==> config.mk <==
export PLATFORM = sky130hd
export DESIGN_NAME = ser8_sequencer
export DESIGN_NICKNAME = d
export VERILOG_FILES = /design/src/rtl/ser8_sequencer_pkg.sv /design/src/rtl/ser8_sequencer_mux8.sv /design/src/rtl/ser8_sequencer.sv
export SDC_FILE = /design/constraint.sdc
export NUM_CORES = 1
export LEC_CHECK = 0
export CORE_ASPECT_RATIO = 1.5
export CORE_MARGIN = 2
export CORE_UTILIZATION = 39
export DETAILED_ROUTE_END_ITERATION = 16
export PLACE_DENSITY = 0.86
export SYNTH_ARGS = -nofsm -noshare
export SYNTH_HDL_FRONTEND = slang
export SYNTH_HIERARCHICAL = 1
export SYNTH_SLANG_ARGS = --single-unit
==> constraint.sdc <==
create_clock -name clk -period 1.7 [get_ports clk]
set_clock_uncertainty 0.2 [all_clocks]
set_input_delay 0.255 -clock clk [delete_from_list [all_inputs] [get_ports clk]]
set_output_delay 0.255 -clock clk [all_outputs]
set_load 0.05 [all_outputs]
==> src/rtl/ser8_sequencer_pkg.sv <==
// Shared constants for the byte-to-bit sequencer: FSM encoding and word geometry.
package ser8_sequencer_pkg;

  localparam logic [0:0] ST_IDLE = 1'b0;
  localparam logic [0:0] ST_SEND = 1'b1;

  localparam int         BITS_PER_WORD = 8;
  localparam logic [2:0] LAST_BEAT     = 3'(BITS_PER_WORD - 1);

endpackage

==> src/rtl/ser8_sequencer_mux8.sv <==
// 8:1 bit selector fed by the sequencer; a..h are data bits 0..7.
module mux_8 (
  input  logic       a,
  input  logic       b,
  input  logic       c,
  input  logic       d,
  input  logic       e,
  input  logic       f,
  input  logic       g,
  input  logic       h,
  input  logic [2:0] sel,
  output logic       y
);

  always_comb begin
    unique case (sel)
      3'd0:    y = a;
      3'd1:    y = b;
      3'd2:    y = c;
      3'd3:    y = d;
      3'd4:    y = e;
      3'd5:    y = f;
      3'd6:    y = g;
      default: y = h;
    endcase
  end

endmodule

==> src/rtl/ser8_sequencer.sv <==
// Parallel-to-serial front end: accepts a byte per handshake and walks the
// mux_8 select through all eight bits with valid/ready/last backpressure.
//
//   state   | meaning
//   --------+---------------------------------------------------
//   IDLE    | no word held; load_ready=1, ser_valid=0
//   SEND    | word in flight; ser_valid=1, sel steps on each beat
module ser8_sequencer
  import ser8_sequencer_pkg::*;
#(
  parameter bit MSB_FIRST = 1'b0
) (
  input  logic       clk,
  input  logic       rst_n,
  input  logic       load_valid,
  output logic       load_ready,
  input  logic [7:0] load_data,
  output logic [7:0] word_q,
  output logic [2:0] sel,
  output logic       ser_out,
  output logic       ser_valid,
  input  logic       ser_ready,
  output logic       ser_last,
  output logic       busy,
  output logic [7:0] frame_cnt
);

  localparam logic [2:0] SEL_START = MSB_FIRST ? 3'd7 : 3'd0;

  logic [0:0] state_q, state_d;
  logic [2:0] cnt_q, cnt_d;
  logic [2:0] sel_q, sel_d;
  logic [7:0] word_d;
  logic [7:0] frame_cnt_q, frame_cnt_d;
  logic       load_acc;
  logic       beat_acc;

  assign ser_valid  = (state_q == ST_SEND);
  assign busy       = ser_valid;
  assign ser_last   = ser_valid && (cnt_q == LAST_BEAT);
  // Only the last beat lets ser_ready reach load_ready, enabling gapless words.
  assign load_ready = !ser_valid || (ser_last && ser_ready);
  assign load_acc   = load_valid && load_ready;
  assign beat_acc   = ser_valid && ser_ready;
  assign sel        = sel_q;
  assign frame_cnt  = frame_cnt_q;

  always_comb begin
    state_d     = state_q;
    cnt_d       = cnt_q;
    sel_d       = sel_q;
    word_d      = word_q;
    frame_cnt_d = frame_cnt_q;
    if (beat_acc) begin
      cnt_d = cnt_q + 3'd1;
      // The 3-bit wrap on the last beat lands sel back on SEL_START.
      sel_d = MSB_FIRST ? 3'(3'd6 - cnt_q) : 3'(cnt_q + 3'd1);
      if (ser_last) begin
        frame_cnt_d = frame_cnt_q + 8'd1;
        state_d     = ST_IDLE;
      end
    end
    if (load_acc) begin
      word_d  = load_data;
      cnt_d   = 3'd0;
      sel_d   = SEL_START;
      state_d = ST_SEND;
    end
  end

  always_ff @(posedge clk or negedge rst_n) begin
    if (!rst_n) begin
      state_q     <= ST_IDLE;
      cnt_q       <= 3'd0;
      sel_q       <= SEL_START;
      word_q      <= 8'd0;
      frame_cnt_q <= 8'd0;
    end else begin
      state_q     <= state_d;
      cnt_q       <= cnt_d;
      sel_q       <= sel_d;
      word_q      <= word_d;
      frame_cnt_q <= frame_cnt_d;
    end
  end

  mux_8 u_mux (
    .a   (word_q[0]),
    .b   (word_q[1]),
    .c   (word_q[2]),
    .d   (word_q[3]),
    .e   (word_q[4]),
    .f   (word_q[5]),
    .g   (word_q[6]),
    .h   (word_q[7]),
    .sel (sel_q),
    .y   (ser_out)
  );

endmodule

==> impl_metrics.toml, run 1 <==
[clock_tree]
htree_levels = 1
clock_latency_ps = 320
cts_tree = "yes"
cts.clk_slew.worst_paths_ps = 120
numCtsBuffers = 3
cts_root_buf = "clkbuf_4"
cts_sinks = 20
cts_buffer_depth = 2

[routing]
antenna_left = 0
viasPerCell = 5.29
drc = 0
firstDrtPassIters = 8
drt-initial-drc-count = 20
num_vias = 851
routedWlPerCell_microns = 18.8
drt-total-wl_microns = 3020

[pwr]
p_leak_nw = 0.943
p_int_mw = 2.18
swShare_pct = 42.4
powerDensity_mw_per_mm2 = 1910
clock_power_share_pct = 6.4
power.switching_mw = 1.60
irDropWorstVdd_mv = 1.42
power.share.sequential_pct = 22.4
combinationalPowerShare_pct = 71.2

[flow_run]
maxCapViolCount = 0

[logic_synthesis]
synthAdderAreaFrac_pct = 3.70
netlist_area_sq_mm = 0.00101
yosysSeqAreaShare_pct = 49.4
synthSimpleGateAreaFrac_pct = 11.9
syn_inst = 72
synth_mux_area_share_pct = 20.7
synth-xor-area-share_pct = 6.05
ys_ff_latch = 20
syn_nets = 87
synth.distinct_cells = 27
syn_avg_cell_area_sq_um = 14.1
ys_warn_count = 6
synth_top_family_by_area = "multiplexers"
synth_compound_area_share_pct = 6.05

[sta]
setup_tns_ps = -4910
tightest_slew_ps = 343
setup_violations = 22
worst_slack_ps = -487
relSlewSlack_pct = 77.1
slew_viol_final = 0
period_needed_ps = 2190
fin_crit_sh_pct = 129
fmax_ghz = 0.457
rsz0062_at_grt = "yes"
hold_viol = 0

[global_route]
met2_usage_pct = 38.0
grt_pass1_vias = 894
grt-busiest-layer = "met2"
track_usage_pct = 21.2
grt_overflow = 0
grt_antenna_before_repair = 0
met3_usage_pct = 3.55
grt_max_degree = 21
gr-usage-met1_pct = 22.9
grt_pass1_wl_microns = 4480

[placement]
placed_cell_area_sq_mm = 0.00178
gp_congestion = 0.736
dp_hpwl_microns = 1820
dp.cells = 148
port_buffers = 35

[setup_path]
end_kind = "output port"
reg2reg_depth = 9
r2r_start = "sel[0]$_DFFE_PN0P_"
path_class = "flip-flop to output port"
crit_required_ps = 1240
r2r-end = "sel[0]$_DFFE_PN0P_"
cp.arrival_ps = 1730
r2r_slack_ps = -280
cp_max_fo = 4
startpoint_type = "flip-flop"

[cells_and_area]
layout.nets = 153
fill_cells = 132
final_common_cell = "buf_12"
fin_cells = 161
diodes = 0
area_growth_syn_to_layout_pct = 95.4
drive_gt1_share_pct = 65.0
post-route-cell-area_sq_mm = 0.00198
final_cell_mix = "23 x buf_12, 19 x buf_4, 17 x dfrtp_1"

[floorplanning]
chipWidth_microns = 45.6
initial_core_util_pct = 41.4
dieArea_sq_mm = 0.00303
ios = 36
placement_rows = 22
core_area_sq_mm = 0.00245
die_h_microns = 66.4

[hold_path]
hold_path_class = "input port to async pin"

[run_status]
violations = "negative setup slack"
status = "finished with violations"
## cell families (layout without fill, tap and decap cells)
group / count (synthesis) / count (layout)
buf+inv: 4 / 69
flops: 20 / 20
fa+ha+maj: 3 / 3
compound gates: 7 / 7
mux: 13 / 13
simple gates: 18 / 18
xor+xnor: 7 / 7
## through the flow
step / hold slack, ps / total power [mW] / worst slack [ps] / util [%]
floorplan: -241 / 2.06 / -260 / -
global placement: 319 / 3.25 / -174 / 72.7
detailed placement: 328 / 3.31 / -218 / 72.7
CTS: 79.5 / 3.62 / -486 / 75.6
global route: 113 / 3.95 / -537 / 80.8
finish: 76.0 / 3.79 / -487 / 80.8
## what timing repair did
item,in CTS,in global routing
pin swaps,6,11
hold buffers,0,0
resized for setup,9,18
endpoints found under the setup margin,11,19
setup buffers,2,9
gates cloned,0,0
## layer usage
metal	up-vias	share of wire [%]	wire length, microns
met4	0	0.79	24
li1	387	-	-
met1	424	35	1070
met2	38	59	1790
met3	2	4.5	137
met5	-	0	0
## power by group through the flow
stage          Sequential (mW)  Clock (mW)  Combinational (mW)
2_1_floorplan             1.39           0               0.671
3_3_place_gp             0.817           0                2.43
3_5_place_dp             0.831           0                2.47
4_1_cts                  0.828       0.240                2.55
5_1_grt                  0.873       0.267                2.81
6_report                 0.849       0.243                2.69
## synthesized netlist by cell type
| cell type | count | area, sq um |
|---|---|---|
| nor2_1 | 2 | 7.51 |
| xor2_1 | 2 | 17.5 |
| o22ai_1 | 2 | 12.5 |
| a22o_1 | 2 | 17.5 |
| nand4_1 | 2 | 12.5 |
| mux2_2 | 2 | 22.5 |
| nand2_1 | 3 | 11.3 |
| a22o_2 | 1 | 10.0 |
| and2_2 | 1 | 7.51 |
| a21oi_1 | 1 | 5.00 |
| xnor2_1 | 5 | 43.8 |
| and2_1 | 1 | 6.26 |
| nand2_2 | 1 | 6.26 |
| buf_4 | 2 | 15.0 |
| a21bo_4 | 1 | 16.3 |
| ha_1 | 3 | 37.5 |
| or2b_1 | 1 | 7.51 |
| and3_1 | 1 | 6.26 |
| inv_1 | 2 | 7.51 |
| dfrtp_1 | 20 | 500 |
| and4_2 | 1 | 10.0 |
| nand2_8 | 1 | 20.0 |
| nor2b_1 | 1 | 6.26 |
| mux4_1 | 2 | 52.6 |
| mux2_4 | 9 | 135 |
| nand3_1 | 2 | 10.0 |
| and4_1 | 1 | 8.76 |
## critical path, cell delays in order (launching register included)
cell	delay [ps]
dfrtp_4	470
mux4_2	520
mux2_4	290
buf_6	150
## flip-flops by register name, summed over array words and instances (netlist names)
| name | cells |
|---|---|
| frame_cnt | 8 |
| word_q | 8 |
| sel | 3 |
| busy | 1 |
## how the worst max path moves through the flow
stage	endpoint	cells after the start	start
6_report	ser_out	3	sel[0]$_DFFE_PN0P_
2_1_floorplan	word_q[0]$_DFFE_PN0P_	5	sel[0]$_DFFE_PN0P_
5_1_grt	ser_out	3	sel[0]$_DFFE_PN0P_
4_1_cts	ser_out	3	sel[0]$_DFFE_PN0P_
3_3_place_gp	ser_out	3	sel[0]$_DFFE_PN0P_
3_5_place_dp	ser_out	3	sel[0]$_DFFE_PN0P_
## area by class of cell
class	instances	area, sq um	area share (%)
clock buffers	4	26.3	1.33
repair buffers	63	826	41.7
multi-input cells	48	584	29.5
flip-flops and latches	20	507	25.6
well taps	24	30.0	1.52
inverters	2	7.51	0.379
Power figures use the tool's default switching activity.
==> run 2, diff against run 1 <==
CTS_CLUSTER_SIZE = 16   (was not set)
==> results of run 2 <==
Final layout, timing and power as in run 1 (identical DEF).
==> run 3, diff against run 2 <==
GPL_TIMING_DRIVEN = 0   (was not set)
SKIP_LAST_GASP = 1   (was not set)
==> run 3 against run 2 <==
  * The flow finishes with violations (design-rule violations, negative setup slack)
  * Die area stayed put
  * Final area down 23%
  * Global-route usage shrank 5.0 points
  * Worst hold slack improved by 160 ps
  * Largest cell class is now multi-input gates
  * Highest routed layer unchanged
==> impl_metrics.toml, run 3 (synthesized netlist as in run 1, its figures left out) <==
[setup_path]
critPathTopFamily = "multiplexers"
cp_max_fo = 3
path_class = "flip-flop to output port"
slowest_stage = "mux4_2"
r2r-end = "word_q[5]$_DFFE_PN0P_"
reg2reg_depth = 6
startpoint_type = "flip-flop"
cp_num_buf_inv = 1
end_kind = "output port"
cp.arrival_ps = 1720
cp_cell_sequence = "mux4_2 -> mux2_4 -> buf_6"
slowest_delay_ps = 510
crit_required_ps = 1240
r2r_start = "sel[0]$_DFFE_PN0P_"
crit_cells = 3
r2r_slack_ps = -270

[routing]
firstDrtPassIters = 11
drt-total-wl_microns = 2320
viasPerCell = 5.39
routedWlPerCell_microns = 16.3
num_vias = 765
drc = 1
antenna_left = 0
drt-initial-drc-count = 11

[cells_and_area]
drive_gt1_share_pct = 51.7
area_growth_syn_to_layout_pct = 50.0
final_cell_mix = "16 x dfrtp_1, 12 x clkdlybuf4s50_1, 10 x mux2_4"
fill_cells = 192
diodes = 0
layout.nets = 134
final_common_cell = "dfrtp_1"

[sta]
fmax_ghz = 0.460
period_needed_ps = 2180
rsz0062_at_grt = "yes"
worst_slack_ps = -475
hold_viol = 0
fin_crit_sh_pct = 128
relSlewSlack_pct = 39.9
slew_viol_final = 0
tightest_slew_ps = 898
setup_tns_ps = -5170
setup_violations = 24

[pwr]
combinationalPowerShare_pct = 59.6
powerDensity_mw_per_mm2 = 2030
clock_power_share_pct = 12.9
power.share.sequential_pct = 27.5
p_int_mw = 1.67
power.switching_mw = 1.41
swShare_pct = 45.8
p_leak_nw = 0.711
irDropWorstVdd_mv = 1.39

[floorplanning]
placement_rows = 22
dieArea_sq_mm = 0.00303
initial_core_util_pct = 41.4
die_h_microns = 66.4
core_area_sq_mm = 0.00245
ios = 36
chipWidth_microns = 45.6

[clock_tree]
ctsHoldBuffers = 0
numCtsBuffers = 3
htree_levels = 1
cts.clk_slew.worst_paths_ps = 120
cts_sinks = 20
cts_buffer_depth = 2
clock_latency_ps = 310
cts_root_buf = "clkbuf_4"
cts_tree = "yes"

[hold_path]
hold_path_class = "input port to async pin"

[global_route]
grt_overflow = 0
track_usage_pct = 16.2
grt_pass1_wl_microns = 3540
grt_max_degree = 21
grt_antenna_before_repair = 0
grt_pass1_vias = 770

[run_status]
violations = "design-rule violations, negative setup slack"
status = "finished with violations"

[placement]
port_buffers = 35
dp_hpwl_microns = 1540
gp_congestion = 0.793
preCtsSetupSlack_ps = -730

[flow_run]
maxCapViolCount = 0
run 3: cell types whose count changed in the layout (fill, tap and decap cells not counted), sizes merged:
cell | before | now
clkdlybuf4s50 | 11 | 12
clkbuf | 4 | 11
clkdlybuf4s15 | 0 | 10
buf | 52 | 14
bufinv | 0 | 1
run 3: worst max path at each step:
| stage | slack, ps | startpoint | endpoint |
|---|---|---|---|
| after global placement | -740 | sel[0]$_DFFE_PN0P_ | ser_out |
| after global routing | -520 | sel[0]$_DFFE_PN0P_ | ser_out |
| after CTS | -460 | sel[0]$_DFFE_PN0P_ | ser_out |
| after floorplan | -260 | sel[0]$_DFFE_PN0P_ | word_q[0]$_DFFE_PN0P_ |
| after detailed placement | -730 | sel[0]$_DFFE_PN0P_ | ser_out |
| final | -480 | sel[0]$_DFFE_PN0P_ | ser_out |
run 3: power groups by stage:
stage	Sequential (mW)	Combinational (mW)	Clock [mW]
floorplan	1.39	0.671	0
global placement	0.858	1.71	0
detailed placement	0.861	1.75	0
CTS	0.840	1.80	0.396
global route	0.872	1.92	0.419
finish	0.845	1.84	0.399
run 3: cell type report:
type | instances | area, sq um | area share (%)
Clock inverter | 1 | 30.0 | 1.98
Inverter | 2 | 7.51 | 0.494
Timing Repair Buffer | 42 | 379 | 24.9
Sequential cell | 20 | 508 | 33.4
Tap cell | 24 | 30.0 | 1.98
Buffer | 2 | 15.0 | 0.988
Clock buffer | 3 | 22.5 | 1.48
Multi-Input combinational cell | 48 | 528 | 34.7
run 3: timing repair:
| action | in CTS | in global routing |
|---|---|---|
| gates resized for setup | 73 | 20 |
| setup endpoints to repair | 33 | 35 |
| pin swaps | 1 | 5 |
| setup buffers | 6 | 1 |
run 3: per-layer routing:
metal,track usage (%),vias to the layer above,part of all wire [%]
met2,29.8,35,55
met4,5.51,0,0.73
met5,0,-,0
met3,3.55,3,6.4
met1,17.2,377,38
li1,-,350,-
run 3: worst register-to-register path: cells and delay by family, from the launching register on:
kind	cells	cell delay (ps)
AO/OA/AOI/OAI	1	240
buffers and inverters	1	160
multiplexers	1	310
flip-flops	1	520
AND/OR/NAND/NOR	1	110
adder cells (fa/ha/maj)	2	330
run 3: per-stage QoR:
stage | total power, mW | std cells | instance area [sq um] | util [%] | hold slack [ps]
after global routing | 3.21 | 142 | 1520 | 62.1 | 308
after detailed placement | 2.62 | 131 | 1430 | 58.2 | 282
after CTS | 3.04 | 141 | 1530 | 62.3 | 266
after floorplan | 2.06 | 72 | 1050 | - | -241
final | 3.08 | 142 | 1520 | 62.1 | 237
after global placement | 2.57 | 131 | 1430 | 58.2 | 262
